### src/rtl/alu_exec.sv
// -----------------------------------------------------------------------------
// alu_exec -- ALU execute stage behind the arithmetic-logic decoder.
//
// Single-cycle ops (add/sub/and/or/xor/slt/sltu) register their result on
// accept. Shifts (sll/srl/sra) run through a 1-bit-per-cycle serial shifter,
// and the stage holds in_ready low while the shift is in progress.
//
// Ports:
//   clk        in   clock, all state on the rising edge
//   rst_n      in   asynchronous active-low reset
//   in_valid   in   upstream offers an operation
//   in_ready   out  stage can accept this cycle (depends on out_ready)
//   op         in   11-bit one-hot op code (bit10 reserved)
//   op_valid   in   decoder valid flag for op
//   a          in   operand A / shift source
//   b          in   operand B; b[SHW-1:0] is the shift amount
//   out_valid  out  result available
//   out_ready  in   downstream accepts result
//   result     out  registered result
//   err        out  illegal op indicator (result forced to 0)
// -----------------------------------------------------------------------------
module alu_exec #(
    parameter  int XLEN = 32,
    localparam int SHW  = $clog2(XLEN)
) (
    input  logic            clk,
    input  logic            rst_n,
    input  logic            in_valid,
    output logic            in_ready,
    input  logic [10:0]     op,
    input  logic            op_valid,
    input  logic [XLEN-1:0] a,
    input  logic [XLEN-1:0] b,
    output logic            out_valid,
    input  logic            out_ready,
    output logic [XLEN-1:0] result,
    output logic            err
);

    typedef enum logic [1:0] {IDLE, SHIFT, HOLD} state_t;
    typedef enum logic [1:0] {SH_LL, SH_RL, SH_RA} shkind_t;

    state_t            state;
    state_t            state_next;
    shkind_t           kind;
    logic [XLEN-1:0]   work;
    logic [SHW-1:0]    cnt;
    logic              fill;

    logic              legal;
    logic              is_shift;
    logic              accept;
    logic [SHW-1:0]    shamt;
    logic [XLEN-1:0]   work_step;

    function automatic logic [XLEN-1:0] alu_single(
        input logic [10:0]     o,
        input logic [XLEN-1:0] x,
        input logic [XLEN-1:0] y
    );
        logic signed [XLEN-1:0] xs;
        logic signed [XLEN-1:0] ys;
        logic [XLEN-1:0]        r;
        xs = x;
        ys = y;
        r  = '0;
        if (o[0])      r = x + y;
        else if (o[1]) r = x - y;
        else if (o[2]) r = x & y;
        else if (o[3]) r = x | y;
        else if (o[4]) r = x ^ y;
        else if (o[8]) r = {{(XLEN-1){1'b0}}, (xs < ys)};
        else if (o[9]) r = {{(XLEN-1){1'b0}}, (x < y)};
        return r;
    endfunction

    function automatic logic [XLEN-1:0] shift_step(
        input logic [XLEN-1:0] w,
        input shkind_t         k,
        input logic            f
    );
        logic [XLEN-1:0] r;
        case (k)
            SH_LL:   r = {w[XLEN-2:0], 1'b0};
            SH_RL:   r = {1'b0, w[XLEN-1:1]};
            default: r = {f, w[XLEN-1:1]};
        endcase
        return r;
    endfunction

    // Legal means exactly one bit set, not the reserved bit, and flagged valid.
    assign legal    = op_valid && (op != 11'd0) && ((op & (op - 11'd1)) == 11'd0) && !op[10];
    assign is_shift = legal && (op[5] || op[6] || op[7]);
    assign shamt    = b[SHW-1:0];

    // in_ready looks through to out_ready so HOLD can drain and refill in one cycle.
    assign in_ready  = (state == IDLE) || ((state == HOLD) && out_ready);
    assign accept    = in_valid && in_ready;
    assign out_valid = (state == HOLD);
    assign work_step = shift_step(work, kind, fill);

    always_ff @(posedge clk or negedge rst_n) begin
        if (!rst_n) state <= IDLE;
        else        state <= state_next;
    end

    always_comb begin
        state_next = state;
        case (state)
            IDLE: begin
                if (accept) state_next = (is_shift && shamt != '0) ? SHIFT : HOLD;
            end
            SHIFT: begin
                if (cnt == SHW'(1)) state_next = HOLD;
            end
            HOLD: begin
                if (accept)         state_next = (is_shift && shamt != '0) ? SHIFT : HOLD;
                else if (out_ready) state_next = IDLE;
            end
            default: state_next = IDLE;
        endcase
    end

    always_ff @(posedge clk or negedge rst_n) begin
        if (!rst_n) begin
            result <= '0;
            err    <= 1'b0;
            work   <= '0;
            cnt    <= '0;
            kind   <= SH_LL;
            fill   <= 1'b0;
        end else if (accept) begin
            err <= !legal;
            if (!legal) begin
                result <= '0;
            end else if (is_shift) begin
                work <= a;
                cnt  <= shamt;
                kind <= op[5] ? SH_LL : (op[6] ? SH_RL : SH_RA);
                fill <= a[XLEN-1];
                // Zero shift amount finishes immediately with the source value.
                if (shamt == '0) result <= a;
            end else begin
                result <= alu_single(op, a, b);
            end
        end else if (state == SHIFT) begin
            work <= work_step;
            cnt  <= cnt - SHW'(1);
            if (cnt == SHW'(1)) result <= work_step;
        end
    end

endmodule

### config.mk
export PLATFORM = sky130hd
export DESIGN_NAME = alu_exec
export DESIGN_NICKNAME = d
export VERILOG_FILES = /design/src/rtl/alu_exec.sv
export SDC_FILE = /design/constraint.sdc
export NUM_CORES = 1
export LEC_CHECK = 0
export CORE_MARGIN = 3
export CORE_UTILIZATION = 30
export DETAILED_ROUTE_END_ITERATION = 10
export SLEW_MARGIN = 10
export SYNTH_ARGS = -nofsm -noshare
export SYNTH_HDL_FRONTEND = slang
export SYNTH_SLANG_ARGS = --single-unit
### constraint.sdc
create_clock -name clk -period 3.2 [get_ports clk]
set_input_delay 0.32 -clock clk [delete_from_list [all_inputs] [get_ports clk]]
set_output_delay 0.32 -clock clk [all_outputs]
set_load 0.01 [all_outputs]
==> flow_results.org, run 1 <==
** Place
- Placer's final routability congestion estimate :: 0.966
- The wire-length estimate of the detail-placed layout is 30.9 mm.
- Port Buf Inserts :: 114
- Post-detailed-placement cell area :: 12800 um2
- In this run, placement finished with an instance count of 2022.
- OpenSTA, run right after detailed placement, puts the worst setup slack at -0.659 ns.

** Synthesis
- Main combinational cell family by area after synthesis :: compound AO/OA/AOI/OAI gates
- Post-synthesis cell type with the largest combined area :: dfrtp_1
- Dividing the synthesized area by the synthesized cell count gives 7.16 um2.
- Sequential elements use 19.4% of the synthesized area.
- The synthesized netlist devotes 13.2% of its cell area to adder and majority cells.
- Unique masters post-synth :: 81
- Share of flip-flops with an asynchronous set or reset :: 100%
- Of the post-synthesis cell area, the part taken by muxes is 4.84%.
- Combined area of all synthesized cells :: 9680 um2
- Yosys attributes the largest share of cell area to dfrtp_1, ha_1, a21oi_1.
- Summing the areas of all xor and xnor instances in the mapped netlist gives 3.26% of the synthesized area.
- Simple-Gate Fraction of Synth Area :: 19.7%
- Most used flip-flop cell after synthesis :: dfrtp_1
- EDFF count, synth :: 0
- Total of flip-flops plus latches after synthesis :: 75
- Of the post-synthesis cell area, the dominant cell type holds 19.4%.
- The cell count after synthesis came out at 1352.
- Post-Synthesis Net Count :: 1532
- Share of the synthesized area in compound gates (AO/OA/AOI/OAI) :: 31.3%
- The Yosys step of the flow raised 0 warnings.

** Routing
- Using the TritonRoute via totals, the vias-per-cell ratio works out to 5.44.
- Iteration-0 DRC Markers :: 1015
- The detailed router placed 11100 vias in this run.
- The routed design has 39.3 mm of wire.
- The pre-antenna-repair detailed-routing pass consisted of 6 iterations.
- Final antenna-violating net count :: 0
- After detailed routing, the number of remaining DRC violations is 0.
- After detailed routing, the average wire length per cell comes to 19.3 um.

** GRT
- Global routing consumed, over all layers together, 22.5% of the routing resources.
- The first global-routing pass estimated 61.0 mm of wire.
- Entering global routing, the biggest net connects 76 pins.
- Initial antenna violation count :: 0
- After global routing the overflow that remains totals 0.
- Vias in the first global route :: 10600

** Floorplan
- The die is 186 um wide.
- IO Pins :: 115
- Core box area :: 31600 um2
- In this run the vertical extent of the chip is 186 um.
- The die covers 34500 um2.
- Starting density of the core :: 30.6%
- The floorplan has 65 rows.

** Run
- Number of maximum-capacitance violations :: 0

** Worst hold path
- Hold Crit Class :: input port to asynchronous set/reset pin

** STA
- Static timing analysis puts the maximum clock frequency at 0.323 GHz.
- At the pin with the least slew margin, the transition time is 1.04 ns.
- In the finished design, the share of the clock period the worst path needs comes to 96.8%.
- The worst path in the final design needs a cycle of 3.10 ns, including I/O delays and setup.
- Setup Viol. Count Final :: 0
- Hold Vio Cnt, Final :: 0
- The worst pin sits at a relative slew slack of 30.6%.
- Fin worst setup slack :: 0.102 ns
- The max-slew violation count is 0.
- RSZ-0062 raised after global routing :: yes
- On the final layout, the worst clock skew is 0.00728 ns.

** CTS
- TritonCTS built the clock tree.
- The clock passes through at most 2 buffers.
- CTS root buffer :: clkbuf_16
- Clock transition at the registers of the reported paths :: 0.06 ns
- Number of buffers created by CTS :: 9
- # H-tree levels :: 3
- For the worst-skew pair, the clock arrives at the later sink with an insertion delay of 0.34 ns.
- Number of clock sinks :: 75

** Worst setup path
- The largest single stage delay on the critical path is 0.54 ns.
- CP startpoint kind :: input port
- Worst EP required :: 3.47 ns
- Buffers plus inverters on the worst setup path :: 4
- Among cell families on the critical path, the largest total delay comes from buffers and inverters.
- Critical Path Most Common Cell :: buf_4
- Crit path max fanout :: 11
- The worst setup path is captured at a register.
- Data arrives at the worst endpoint at 3.37 ns.
- Type of the worst setup path :: input port to register
- Walking the worst path, the cells encountered are clkdlybuf4s50_1, inv_1, ha_1, buf_4, nor4_1, buf_4, o31ai_2, or4_4, a21oi_1, nor3_1, o311a_1, o21ai_0.
- The slowest stage of the critical path belongs to the cell clkdlybuf4s50_1.

** Power
- Lkg Pwr :: 0.00620 uW
- Pwr per Cell Area :: 324 nW/um2
- The worst-case IR drop observed on VDD is 0.255 mV.

** Cells and area
- The library cell used most frequently in the layout, excluding fill and tap cells, is buf_4.
- The top cell types in the final layout, fill and taps aside, are buf_4, a21oi_1, o21ai_0.
- Diode count :: 0
- With fillers left out, the area of the finished cells amounts to 13400 um2.
- The final layout contains 1814 nets.
- In the final layout, the share of cells above drive strength 1 is 20.8%.
- Non-filler cells, final :: 2040
- Layout overhead on the synthesized area :: 39.0%

** Run status
- The run finished with clean final reports.
path summary, 6_finish.rpt:
check,start,end,slack (ns),cells past startpoint
worst max-delay path,b[11],result[23],0.10,12
worst min-delay path,rst_n,result[9],0.15,1
worst max register to register,state[1],result[19],0.79,10
worst min register to register,result[3],result[3],0.48,2
max in group asynchronous,rst_n,work[25],2.36,1
min in group clk,result[3],result[3],0.48,2
kinds of logic (layout without fill, tap and decap cells):
logic type / Yosys count / in the layout
AO/OA/AOI/OAI: 485 / 485
XOR/XNOR: 36 / 36
adder cells (fa/ha/maj): 101 / 101
buffers and inverters: 206 / 492
flip-flops: 75 / 75
multiplexers: 46 / 46
AND/OR/NAND/NOR: 403 / 403
cell type report:
cell class	count	area [um2]
sequential	75	1880
fill	3218	18200
clock inverter	5	77.6
timing repair buffer	365	3040
inverter	112	420
multi-input combinational	1071	7300
clock buffer	10	239
tap	402	503
power by group:
group	internal, uW	total [uW]	leakage (uW)	switching (uW)
clock network	698	1130	0.000154	429
logic	971	2080	0.00523	1110
registers	1050	1150	0.000817	101
total	2720	4360	0.00620	1630
Yosys cell counts, types with 6 or more instances:
cell / instances
nand3_1: 17
nand2_1: 114
or2_2: 6
o21bai_1: 15
or3_1: 10
dfrtp_1: 75
nor2_1: 116
xnor2_1: 34
ha_1: 98
a31oi_1: 13
a211oi_1: 43
a311oi_1: 7
nand4_1: 11
inv_1: 111
mux2i_1: 40
o211ai_1: 10
a2111oi_0: 9
o31ai_1: 16
and2_1: 7
nor3b_1: 7
a21o_1: 15
clkbuf_1: 65
o22ai_1: 11
mux2_2: 6
nor3_1: 44
buf_1: 12
nor4_1: 6
nor2b_1: 34
a21oi_1: 144
o32a_1: 7
buf_2: 16
nand2b_1: 13
o21ai_0: 138
per-stage QoR:
stage	utilization, %	hold WS (ns)	total power, uW	setup TNS (ns)
floorplan	-	0.0244	2180	0
global placement	40.5	0.465	3140	-10.61
detailed placement	40.5	0.473	3150	-11.83
CTS	41.8	0.190	4290	0
global route	42.5	0.233	4600	-0.0902
finish	42.5	0.151	4360	0
what timing repair did:
item / 4_1_cts / 5_1_grt
hold buffers: 0 / 0
pin swaps: 4 / 6
endpoints found under the setup margin: 16 / 27
setup buffers: 2 / 1
gates resized for setup: 19 / 46
state kept, by name, indices dropped and copies added, names as in the netlist:
register,count
work,32
fill,1
state,2
cnt,5
result,32
err,1
kind,2
metal layers:
layer	track usage, %	share of wire (%)	up-vias
met5	0	0	-
met3	2.52	6.4	55
met2	35.4	44	391
met1	32.2	47	5262
li1	-	-	5384
met4	6.94	2.8	0
Note: power is estimated with default switching activity, not from simulation.
==> inputs of run 2 (changes only) <==
--- a/config.mk
+++ b/config.mk
@@ -8,6 +8,7 @@
 export CORE_MARGIN = 3
 export CORE_UTILIZATION = 30
 export DETAILED_ROUTE_END_ITERATION = 10
+export HOLD_SLACK_MARGIN = 0.05
 export SLEW_MARGIN = 10
 export SYNTH_ARGS = -nofsm -noshare
 export SYNTH_HDL_FRONTEND = slang
==> results of run 2 <==
Same layout as run 1: the final DEF is identical, and so are final timing and power.
==> inputs of run 3 (changes only) <==
--- a/config.mk
+++ b/config.mk
@@ -5,10 +5,11 @@
 export SDC_FILE = /design/constraint.sdc
 export NUM_CORES = 1
 export LEC_CHECK = 0
-export CORE_MARGIN = 3
-export CORE_UTILIZATION = 30
+export CORE_MARGIN = 5
+export CORE_UTILIZATION = 45
 export DETAILED_ROUTE_END_ITERATION = 10
 export HOLD_SLACK_MARGIN = 0.05
+export PLACE_DENSITY = 0.67
 export SLEW_MARGIN = 10
 export SYNTH_ARGS = -nofsm -noshare
 export SYNTH_HDL_FRONTEND = slang
==> run 3 against run 2 <==
Clock skew is 0.0036 ns higher. Worst setup slack got worse by 0.015 ns. Worst hold slack about the same.
==> flow_results.org, run 3 (synthesis gave the netlist of run 1 again) <==
** Run status
- The flow ran to the end, and the final reports show no timing, DRC or antenna violations.

** Floorplan
- Chip width :: 157 um
- The die covers 24500 um2.
- Die boundary height :: 157 um
- IO Pins :: 115
- Starting density of the core :: 45.9%
- Std cell rows :: 53
- The core region is 21100 um2.

** STA
- Final critical delay including setup and external delays :: 3.11 ns
- FMAX :: 0.321 GHz
- In the finished design, the share of the clock period the worst path needs comes to 97.3%.
- Setup Viol. Count Final :: 0
- Setup repair after global routing could not meet its margin everywhere.
- Headroom to the max-slew limit came out at 29.7%.
- At the pin with the least slew margin, the transition time is 1.06 ns.
- Hold Vio Cnt, Final :: 0
- Number of max-slew violations in the final report :: 0
- After routing, the total negative slack on setup checks comes to 0 ns.
- The clock arrives with 0.0109 ns of skew.

** GRT
- Vias in the first global route :: 10500
- Largest net degree at the start of global routing :: 76
- GRT Total Usage :: 31.0%
- Sum of overflow across all layers after global routing :: 0
- The first global-routing pass estimated 59.9 mm of wire.
- Initial antenna violation count :: 0

** Worst setup path
- Worst EP required :: 3.44 ns
- STA classifies the critical path startpoint as an input port.
- Type of the worst setup path :: input port to register
- Peak per-stage delay on the critical path :: 0.50 ns
- Critical path cell sequence :: clkdlybuf4s50_1, inv_1, ha_1, nand3_1, o22ai_1, o21ai_0, buf_4, o31ai_1, buf_4, a31oi_1, a41o_1, o21ai_1, xnor2_1, a311oi_1
- The worst setup path is captured at a register.
- Cell with the largest stage delay on the worst path :: clkdlybuf4s50_1
- Crit path max fanout :: 6
- Worst path arrival time :: 3.35 ns
- The most numerous cell type found on the critical path is buf_4.

** Power
- Across the VDD grid, the largest voltage drop is 0.252 mV.
- Power spread over the standard cell area amounts to 321 nW/um2.
- Lkg Pwr :: 0.00628 uW

** Routing
- After detailed routing, the number of remaining DRC violations is 0.
- Post-detailed-route wirelength per cell :: 20.5 um
- Wire length after detailed routing :: 39.5 mm
- Total vias in the final route :: 11400
- First-pass detailed-route iteration total :: 7
- Final antenna-violating net count :: 0
- Iteration-0 DRC Markers :: 959
- After detailed routing, the number of vias per cell comes to 5.92.

** CTS
- The clock reaches the later pin of the worst-skew pair after 0.35 ns.
- The tree built by TritonCTS fans out to 75 sinks.
- No sink is reached through more buffers than the 2 on the longest clock path.
- The H-tree was split into 3 levels.
- TritonCTS created 9 clock buffers.
- Clock transition at the registers of the reported paths :: 0.07 ns
- CTS Hold Bufs :: 0
- CTS root buffer :: clkbuf_16
- TritonCTS built the clock tree.

** Cells and area
- The top cell types in the final layout, fill and taps aside, are buf_4, a21oi_1, o21ai_0.
- At the end of the flow the core is filled with cells to 63.7%.
- Multi-input gate area in the final layout :: 7320 um2
- Non-filler cells, final :: 1930
- The library cell used most frequently in the layout, excluding fill and tap cells, is buf_4.
- Regs by FF count :: result (32), work (32), cnt (5)
- Cells with a size suffix above 1 make up 21.8% of the layout.
- In the final design database the tool counted 1829 nets.
- Register Area :: 1880 um2
- Layout overhead on the synthesized area :: 38.8%
- FILL cells :: 1936

** Place
- The congestion estimate from routability-driven global placement came to 1.01.
- After detailed placement, the design holds a cell count of 1910.
- In this run the tool buffered the top-level ports with 114 buffer cells.
- Detailed placement finished with a half-perimeter wire length of 31.0 mm.

** Run
- Across the run, the number of max-cap violations was 0.

** Worst hold path
- The min-delay analysis places its worst path in the category input port to asynchronous set/reset pin.
[run 3: cell types whose count changed in the layout (fill, tap and decap cells not counted), sizes merged]
cell / before / now
buf: 255 / 269
bufinv: 2 / 0
clkinvlp: 1 / 3
dlygate4sd2: 2 / 0
inv: 111 / 113
clkbuf: 10 / 11
clkdlybuf4s50: 106 / 107
clkinv: 3 / 2
diode: 0 / 1
dlymetal6s2s: 2 / 3
[run 3: timing repair]
item | in CTS | in global routing
pin swaps | 5 | 12
setup endpoints to repair | 13 | 21
setup buffers | 2 | 1
gates resized for setup | 20 | 47
[run 3: area by class of cell]
cell class	count	area share, %
diodes	1	0.0186
flip-flops and latches	75	14.0
multi-input cells	1071	54.5
clock inverters	6	0.363
clock buffers	10	1.78
inverters	112	3.13
well taps	275	2.56
repair buffers	380	23.7
[run 3: report_power, final]
part	leakage [uW]	internal, uW	total (uW)	switching (uW)
logic	0.00533	1010	2150	1140
registers	0.000817	1050	1150	92.3
clock network	0.000132	554	1010	458
total	0.00628	2610	4310	1690
[run 3: path summary, 6_finish.rpt]
kind / slack [ns] / cells after the start / to / from
setup reg to reg: 0.90 / 10 / result[8] / cnt[1]
min in group clk: 0.48 / 2 / result[1] / result[1]
hold / removal: 0.15 / 1 / result[8] / rst_n
setup / recovery: 0.09 / 14 / result[31] / b[4]
hold reg to reg: 0.48 / 2 / result[1] / result[1]
max in group asynchronous: 2.35 / 1 / result[31] / rst_n
[run 3: critical path: cells and delay by family]
family | cells | cell delay [ns]
compound gates | 7 | 1.52
simple gates | 1 | 0.11
xor+xnor | 1 | 0.09
buf+inv | 4 | 0.90
fa+ha+maj | 1 | 0.42
[run 3: metal layers]
| metal | vias to the layer above | track usage (%) | routed length (um) |
|---|---|---|---|
| met3 | 74 | 5.95 | 3810 |
| met5 | - | 0 | 0 |
| met1 | 5397 | 46.3 | 18000 |
| met2 | 545 | 45.4 | 16700 |
| li1 | 5418 | - | - |
| met4 | 0 | 8.43 | 999 |
[run 3: stage by stage]
stage               area, um2  setup WS (ns)  hold WS (ns)  power (uW)
floorplan                9680          0.336        0.0244        2180
CTS                     13200       0.000181         0.192        4230
global route            13400        -0.0350         0.235        4520
detailed placement      12800         -0.574         0.473        3190
global placement        12800         -0.479         0.463        3180
finish                  13400         0.0872         0.151        4310
